`src/rtl/detect_window_counter.sv`:
```
// detect_window_counter
//   Counts detection events from the upstream sequence detector inside
//   back-to-back, programmable-length observation windows. Each finished or
//   aborted window emits one record {partial, overflow, count} into a small
//   first-word-fall-through FIFO that the host drains with valid/ready.
//
// Ports
//   clk          system clock, rising edge
//   reset        asynchronous, active-high; clears all state
//   z_in         detection flag (launched on the falling edge of clk)
//   enable       1 = run windows continuously, 0 = stop / abort
//   win_len      window length in cycles, latched at window start (0 -> 1)
//   res_valid    FIFO not empty
//   res_ready    consumer accepts the head record
//   res_count    head record event count
//   res_overflow head record saturated (events were lost)
//   res_partial  head record came from an aborted window
//   fifo_drop    one-cycle pulse: a record was discarded because FIFO full
//   busy         a window is running
//
// Build option
//   LEVEL_COUNT_EN  defined: every cycle with z high is counted (occupancy).
//                   undefined: one event per rising edge of z.

module detect_window_counter #(
  parameter int CNT_W      = 8,
  parameter int WIN_W      = 16,
  parameter int FIFO_DEPTH = 4
) (
  input  logic             clk,
  input  logic             reset,
  input  logic             z_in,
  input  logic             enable,
  input  logic [WIN_W-1:0] win_len,
  output logic             res_valid,
  input  logic             res_ready,
  output logic [CNT_W-1:0] res_count,
  output logic             res_overflow,
  output logic             res_partial,
  output logic             fifo_drop,
  output logic             busy
);

  localparam int PTR_W = $clog2(FIFO_DEPTH);
  localparam int REC_W = CNT_W + 2;

  typedef enum logic {IDLE, RUN} state_t;

  state_t           state, state_nxt;
  logic             z_q, ev;
  logic [WIN_W-1:0] timer, timer_nxt, len;
  logic [CNT_W-1:0] cnt, cnt_nxt, cnt_inc;
  logic             ovf, ovf_nxt, ovf_inc;
  logic             push, part;

  // ---------------- input sampling / event detect ----------------
`ifdef LEVEL_COUNT_EN
  assign ev = z_q;

  always_ff @(posedge clk or posedge reset)
    if (reset) z_q <= 1'b0;
    else       z_q <= z_in;
`else
  logic z_d;
  assign ev = z_q & ~z_d;

  always_ff @(posedge clk or posedge reset)
    if (reset) begin
      z_q <= 1'b0;
      z_d <= 1'b0;
    end else begin
      z_q <= z_in;
      z_d <= z_q;
    end
`endif

  assign len = (win_len == '0) ? WIN_W'(1) : win_len;

  // count including this cycle's event; saturates and flags overflow
  always_comb begin
    cnt_inc = cnt;
    ovf_inc = ovf;
    if (ev) begin
      if (&cnt) ovf_inc = 1'b1;
      else      cnt_inc = cnt + 1'b1;
    end
  end

  // ---------------- window FSM ----------------
  always_ff @(posedge clk or posedge reset)
    if (reset) begin
      state <= IDLE;
      timer <= '0;
      cnt   <= '0;
      ovf   <= 1'b0;
    end else begin
      state <= state_nxt;
      timer <= timer_nxt;
      cnt   <= cnt_nxt;
      ovf   <= ovf_nxt;
    end

  always_comb begin
    state_nxt = state;
    timer_nxt = timer;
    cnt_nxt   = cnt;
    ovf_nxt   = ovf;
    push      = 1'b0;
    part      = 1'b0;
    case (state)
      IDLE: begin
        if (enable) begin
          state_nxt = RUN;
          timer_nxt = len - 1'b1;
          cnt_nxt   = CNT_W'(ev);     // entry-cycle event belongs to the new window
          ovf_nxt   = 1'b0;
        end
      end
      RUN: begin
        cnt_nxt = cnt_inc;
        ovf_nxt = ovf_inc;
        if (timer == '0) begin
          push = 1'b1;
          if (enable) begin           // restart with no gap cycle
            timer_nxt = len - 1'b1;
            cnt_nxt   = '0;
            ovf_nxt   = 1'b0;
          end else begin
            state_nxt = IDLE;
          end
        end else if (!enable) begin
          push      = 1'b1;
          part      = 1'b1;
          state_nxt = IDLE;
        end else begin
          timer_nxt = timer - 1'b1;
        end
      end
      default: state_nxt = IDLE;
    endcase
  end

  assign busy = (state == RUN);

  // ---------------- result FIFO (FWFT) ----------------
  logic [REC_W-1:0] mem [FIFO_DEPTH];
  logic [PTR_W-1:0] rd_ptr, wr_ptr;
  logic [PTR_W:0]   used;
  logic             full, pop, wr_en;
  logic [REC_W-1:0] head;

  assign full      = (used == (PTR_W+1)'(FIFO_DEPTH));
  assign res_valid = (used != '0);
  assign pop       = res_valid & res_ready;
  // a pop in the same cycle frees the slot, so a full FIFO still accepts
  assign wr_en     = push & (~full | pop);
  assign fifo_drop = push & full & ~pop;

  always_ff @(posedge clk)
    if (wr_en) mem[wr_ptr] <= {part, ovf_inc, cnt_inc};

  always_ff @(posedge clk or posedge reset)
    if (reset) begin
      rd_ptr <= '0;
      wr_ptr <= '0;
      used   <= '0;
    end else begin
      if (wr_en) wr_ptr <= wr_ptr + 1'b1;
      if (pop)   rd_ptr <= rd_ptr + 1'b1;
      case ({wr_en, pop})
        2'b10:   used <= used + 1'b1;
        2'b01:   used <= used - 1'b1;
        default: used <= used;
      endcase
    end

  // storage is not reset, so gate the head to keep outputs 0 when empty
  assign head         = res_valid ? mem[rd_ptr] : '0;
  assign res_count    = head[CNT_W-1:0];
  assign res_overflow = head[CNT_W];
  assign res_partial  = head[CNT_W+1];

endmodule

```
`config.mk`:
```
export PLATFORM = sky130hd
export DESIGN_NAME = detect_window_counter
export DESIGN_NICKNAME = d
export VERILOG_FILES = /design/src/rtl/detect_window_counter.sv
export SDC_FILE = /design/constraint.sdc
export NUM_CORES = 1
export LEC_CHECK = 0
export ABC_AREA = 0
export CORE_AREA = 5 5 95 97
export DETAILED_ROUTE_END_ITERATION = 6
export DIE_AREA = 0 0 100 102
export GPL_TIMING_DRIVEN = 0
export PLACE_DENSITY = 0.73
export SYNTH_ARGS = -nofsm -noshare
export SYNTH_HDL_FRONTEND = slang
export SYNTH_SLANG_ARGS = --single-unit
export TNS_END_PERCENT = 5
```
`constraint.sdc`:
```
create_clock -name clk -period 2.45 [get_ports clk]
set_clock_uncertainty 0.1 [all_clocks]
set_input_delay 0.6125 -clock clk [delete_from_list [all_inputs] [get_ports clk]]
set_output_delay 0.6125 -clock clk [all_outputs]
set_load 0.005 [all_outputs]
```
==> results.md, run 1 <==
- Status: finished with violations
- Violated checks: setup timing
- Pwr Density: 826 mW/mm^2
- Share of layout cells above drive strength 1: 0.335
- Vias in the first global route: 3458
- Yosys warnings: 0
- Die area: 0.0102 mm^2
- Number of inserted diodes: 0
- Setup WS post-layout: -0.0949 ns
- Crit path max fanout: 10
- Synth unique cells: 64
- Final Setup Violations: 11
- Sequential fraction of the synthesis area: 0.498
- Area leader, netlist: edfxtp_1
- Top Ports: 34
- Initial Utilization: 0.518
- Class of the worst hold path: reg2reg
- Worst Hold Launch: z_q$_DFF_PP0_
- Cell Rows: 33
- Overflow after GRT: 0
- CTS Buffer Depth: 2
- Crit Path Category: reg2out
- Tot Pwr: 4.39 mW
- CP arrival: 1.83 ns
- Post-synth EDFFs: 40
- Worst Reg-to-Reg Cells: 11
- Mapped Cells: 374
- Clk slew on worst S/H paths: 0.09 ns
- Hold path endpoint: z_d$_DFF_PP0_
- Clk Latency, worst-skew pair: 0.36 ns
- Synth top area cells: edfxtp_1 (29%), dfrtp_1 (21%), mux4_2 (5.4%)
- First-pass GRT wire length: 16.7 mm
- Worst rel slew slack: 0.489
- Placed Instances: 511
- GR peak layer: met2
- CTS H-tree lvls: 3
- Num CTS Buffers: 9
- R2R Path End: used[1]$_DFFE_PP0P_
- DP Wirelength: 6.55 mm
- CP Data Required Time: 1.74 ns
- Slew Limit Fails: 0
- RSZ-0062 raised after global routing: yes
- Worst hold path stage count: 0
- Critical Path Sink Type: output port
- Layout Utilization: 0.661
- Fin crit share: 1.04
- DRC errors left: 0
- Root buffer selected by CTS: clkbuf_8
- Largest net degree at the start of global routing: 36
- Routing usage on met3: 0.0471
- Die height: 102 um
- Met2 Use GR: 0.369
- Fmax: 0.393 GHz
- Core ar.: 0.00805 mm^2
- WL/cell: 18.0 um
- Final min period: 2.54 ns
- WHS: 0.284 ns
- Routed vias/inst: 6.10
- Final non-filler cell total: 565
- Max Cap Viol: 0
- DR vias: 3448
- Fin. Hold Viols: 0
- Final Wtd Congestion: 0.912
- TritonCTS clock tree: yes
- Area Growth Syn to Fin: 27.6%
- Syn_area_per_cell: 11.2 um^2
- Placement Setup Slack: -0.925 ns
- # port buffers: 32
- Antenna-violating nets left: 0
- Mapped cell area: 0.00417 mm^2
- Commonest non-fill, non-tap cells in the layout: edfxtp_1 (40), buf_4 (33), dfrtp_1 (30), nor2_1 (25), nand2_1 (22)
- DRT Pass-1 Iters: 4
- Asr flop ratio synth: 0.467
- Main synth FF type: edfxtp_1
- Final #Nets: 484
- Peak supply drop: 0.000336 V
- Die X: 100 um
- Initial DRC Count: 236
- Startpoint Class: register
- Worst slew pin tran: 0.765 ns
- #FFs+latches synth: 75
- R2R setup slack: -0.09 ns
- Total track usage: 0.210
- Leading cell type in the layout, fill and taps excluded: edfxtp_1
- Reg-to-Reg Start: timer[1]$_DFFE_PP0P_
- Leak: 2.04 nW
- Synthesized net count: 403
- Met1 Usage GRT: 0.245
- Clk sink count: 75
- WL final: 10.2 mm
- Initial antenna violation count: 0
- Top cell type's share of synthesized area: 0.288
- Hold_buf cts: 0
[power by group]
part / switching, mW / total (mW) / internal [mW]
combinational: 0.784 / 1.79 / 1.00
sequential: 0.152 / 1.67 / 1.52
clock: 0.536 / 0.931 / 0.395
total: 1.47 / 4.39 / 2.92
[cells in the mapped netlist (all sizes together) (6+ instances only)]
cell,number
mux4,10
nand4,8
clkbuf,8
nand3,15
ha,7
xor2,10
nand2,23
o21ai,15
nor3,19
dfrtp,35
and2,17
mux2,6
nor4,8
a21oi,20
edfxtp,40
a211oi,7
or3,9
buf,6
inv,14
nor2,28
xnor2,15
[per-stage QoR]
step / TNS, ns / instance area, um^2
finish: -0.595 / 5320
global route: -3.59 / 5320
detailed placement: -37.49 / 4660
CTS: -1.15 / 5300
global placement: -32.63 / 4660
floorplan: -2.78 / 4200
[cells by family (layout without fill, tap and decap cells)]
| logic type | count (synthesis) | in the layout | share of synthesized area |
|---|---|---|---|
| compound gates | 68 | 68 | 0.113 |
| mux | 19 | 19 | 0.0774 |
| xor+xnor | 25 | 25 | 0.0525 |
| simple gates | 149 | 150 | 0.205 |
| flops | 75 | 75 | 0.498 |
| fa+ha+maj | 8 | 8 | 0.0258 |
| buf+inv | 30 | 115 | 0.0288 |
[flip-flops by register name, indices dropped and copies added (netlist names)]
name / cells
busy: 1
cnt: 8
mem: 40
ovf: 1
rd_ptr: 2
timer: 16
used: 3
wr_ptr: 2
z_d: 1
z_q: 1
[how the worst max path moves through the flow]
stage	from	end	slack (ns)	cells past startpoint
global route	timer[1]$_DFFE_PP0P_	used[1]$_DFFE_PP0P_	-0.19	11
CTS	timer[1]$_DFFE_PP0P_	used[1]$_DFFE_PP0P_	-0.14	11
finish	used[0]$_DFFE_PP0P_	res_valid	-0.09	3
global placement	timer[0]$_DFFE_PP0P_	fifo_drop	-0.85	7
detailed placement	timer[0]$_DFFE_PP0P_	fifo_drop	-0.93	7
floorplan	win_len[14]	timer[14]$_DFFE_PP0P_	-0.15	9
[repair_timing]
item	in CTS	in global routing
buffers inserted	37	1
resized for setup	109	28
endpoints found under the setup margin	80	61
pin swaps	29	14
gates cloned	2	0
[routing by layer]
metal / routed length, um / vias to the layer above / share of wire
li1: - / 1573 / -
met1: 3960 / 1684 / 0.39
met2: 5230 / 154 / 0.51
met3: 658 / 37 / 0.065
met4: 327 / 0 / 0.032
met5: 0 / - / 0
[cell type report]
class,instances,area [um^2]
flip-flops and latches,75,2080
well taps,105,131
clock buffers,9,124
fillers,568,2730
repair buffers,70,572
multi-input cells,270,2200
inverters,16,61.3
plain buffers,13,80.1
clock inverters,7,71.3
[worst max-delay path, cell delays in order (launching register included)]
cell	delay, ns
dfrtp_1	0.40
or3_4	0.43
clkbuf_8	0.18
clkdlybuf4s50_1	0.44
(Power assumes the default switching activity.)
==> run 2: changes to the inputs <==
- CELL_PAD_IN_SITES_DETAIL_PLACEMENT: not set -> 1
- CELL_PAD_IN_SITES_GLOBAL_PLACEMENT: not set -> 2
- CORE_AREA: 5 5 95 97 -> 5 5 116 118
- DIE_AREA: 0 0 100 102 -> 0 0 121 123
- PLACE_DENSITY: 0.73 -> 0.71
==> run 2 against run 1 <==
The run still ends with setup timing left. Global-route usage shrank 4.3 points. Non-clock buffer count decreased by 1. Die area rose by 46%. Total power increased by 11%. Sequential share of layout area fell by 2.0 points. Hold slack worse by 0.0085 ns. Largest power group unchanged. Sequential cell count did not move. Clock-buffer cell count is 1 higher. Worst setup slack got worse by 0.020 ns. Utilization fell by 21 points. Maximum frequency fell by 0.78%.
==> results.md, run 2 (same netlist as run 1, synthesis figures left out) <==
- Status: finished with violations
- Violated checks: setup timing
- Routing usage on met3: 0.0252
- Final #Nets: 482
- Met1 Usage GRT: 0.199
- Largest net degree at the start of global routing: 36
- Share of layout cells above drive strength 1: 0.336
- Register name with the most flops: mem
- Clk slew on worst S/H paths: 0.06 ns
- TNS Setup: -0.572 ns
- DP Area: 0.00474 mm^2
- Slowest stage delay, CP: 0.38 ns
- Clk sink count: 75
- Leak: 2.13 nW
- CP arrival: 1.85 ns
- Area Growth Syn to Fin: 34.3%
- DR vias: 3322
- Worst rel slew slack: 0.450
- Max Cap Viol: 0
- Largest regs: mem (40), timer (16), cnt (8)
- Die area: 0.0149 mm^2
- Fmax: 0.390 GHz
- Reg-to-Reg Start: timer[1]$_DFFE_PP0P_
- Cells along the critical path: inv_2, ha_4, nor3b_4, buf_4, nand4_4, a21oi_4, and4_1, buf_2
- P_int: 3.38 mW
- Initial Utilization: 0.337
- # port buffers: 32
- Setup WS post-layout: -0.115 ns
- CP Data Required Time: 1.74 ns
- Crit path max fanout: 2
- Die height: 123 um
- TritonCTS clock tree: yes
- Sw Ratio: 0.308
- WL/cell: 18.7 um
- Hold_buf cts: 0
- Fin. Hold Viols: 0
- Worst slew pin tran: 0.824 ns
- GR peak layer: met2
- Critical Path Sink Type: output port
- DRC errors left: 0
- Top Ports: 34
- # fillers: 1351
- Class of the worst hold path: reg2reg
- CTS Buffer Depth: 2
- Peak supply drop: 0.000340 V
- Crit path launch: timer[1]$_DFFE_PP0P_
- CTS H-tree lvls: 3
- Overflow after GRT: 0
- Antenna-violating nets left: 0
- P_sw: 1.50 mW
- Commonest non-fill, non-tap cells in the layout: edfxtp_1 (40), dfrtp_1 (30), buf_4 (29), nor2_1 (25), nand2_1 (22)
- Crit Path Category: reg2out
- Slew Limit Fails: 0
- RSZ-0062 raised after global routing: yes
- Die X: 121 um
- Final min period: 2.56 ns
- First-pass GRT wire length: 19.2 mm
- Worst Hold Launch: z_q$_DFF_PP0_
- Reg power frac: 0.344
- Cell Rows: 41
- Root buffer selected by CTS: clkbuf_16
- Layout Utilization: 0.453
- Clk Latency, worst-skew pair: 0.34 ns
- Max FFs per register: 40
- DRT Pass-1 Iters: 4
- Final Wtd Congestion: 0.808
- Core ar.: 0.0124 mm^2
- Pwr Density: 871 mW/mm^2
- Num CTS Buffers: 9
- Total track usage: 0.168
- Initial antenna violation count: 0
- Met2 Use GR: 0.307
- Initial DRC Count: 202
- Leading cell type in the layout, fill and taps excluded: edfxtp_1
- Clk pwr share: 0.276
- Design Area, Final: 0.00560 mm^2
- Final Setup Violations: 12
- DP Wirelength: 7.72 mm
- WL final: 11.8 mm
- Startpoint Class: register
- Slowest-stage cell, CP: dfrtp_1
- Fin crit share: 1.05
- Routed vias/inst: 5.27
- Number of inserted diodes: 0
- Comb power frac: 0.380
- Vias in the first global route: 3621
run 2: worst max-delay path: cells and delay by family (launching register included):
| kind | cells | cell delay [ns] |
|---|---|---|
| buffers and inverters | 3 | 0.34 |
| DFF | 1 | 0.38 |
| and+or+nand+nor | 3 | 0.49 |
| AOI/OAI and AO/OA | 1 | 0.16 |
| adders and majority gates | 1 | 0.14 |
run 2: worst paths after layout:
check	slack, ns	cells after the start	end
min in group asynchronous	0.65	2	timer[11]$_DFFE_PP0P_
max	-0.11	8	fifo_drop
min reg2reg	0.28	0	z_d$_DFF_PP0_
min	0.28	0	z_d$_DFF_PP0_
max reg2reg	-0.05	11	used[1]$_DFFE_PP0P_
max in group asynchronous	1.01	2	rd_ptr[0]$_DFFE_PP0P_
run 2: final cells by class:
| type | instances | area [um^2] | area share |
|---|---|---|---|
| clock buffer | 10 | 229 | 0.0409 |
| inverter | 16 | 61.3 | 0.0109 |
| buffer | 13 | 96.3 | 0.0172 |
| clock inverter | 6 | 72.6 | 0.0129 |
| timing repair buffer | 69 | 628 | 0.112 |
| tap | 172 | 215 | 0.0384 |
| sequential | 75 | 2080 | 0.372 |
| multi-input combinational | 269 | 2220 | 0.396 |
run 2: power by group through the flow:
stage	Combinational, mW	Clock [mW]	Sequential (mW)
detailed placement	1.39	0	1.70
global route	2.02	1.44	1.70
CTS	1.80	1.39	1.68
finish	1.85	1.35	1.68
floorplan	0.861	0	1.65
global placement	1.36	0	1.68
run 2: metal layers:
metal / vias to the layer above / wire length [um]
met5: - / 0
met4: 0 / 257
met3: 19 / 303
met2: 54 / 6250
met1: 1672 / 4980
li1: 1577 / -
run 2: metrics by stage:
stage               power (mW)  worst slack (ns)  cells  hold WS, ns
detailed placement        3.09             -1.00    578        0.263
floorplan                 2.51            -0.152    374        0.247
CTS                       4.86            -0.104    626        0.278
finish                    4.88            -0.115    630        0.276
global placement          3.04            -0.992    578        0.256
global route              5.16            -0.239    630        0.283
run 2: timing repair:
action	4_1_cts	5_1_grt
pin swaps	29	16
gates resized for setup	127	32
cloned	1	0
endpoints found under the setup margin	83	65
buffers inserted	32	4
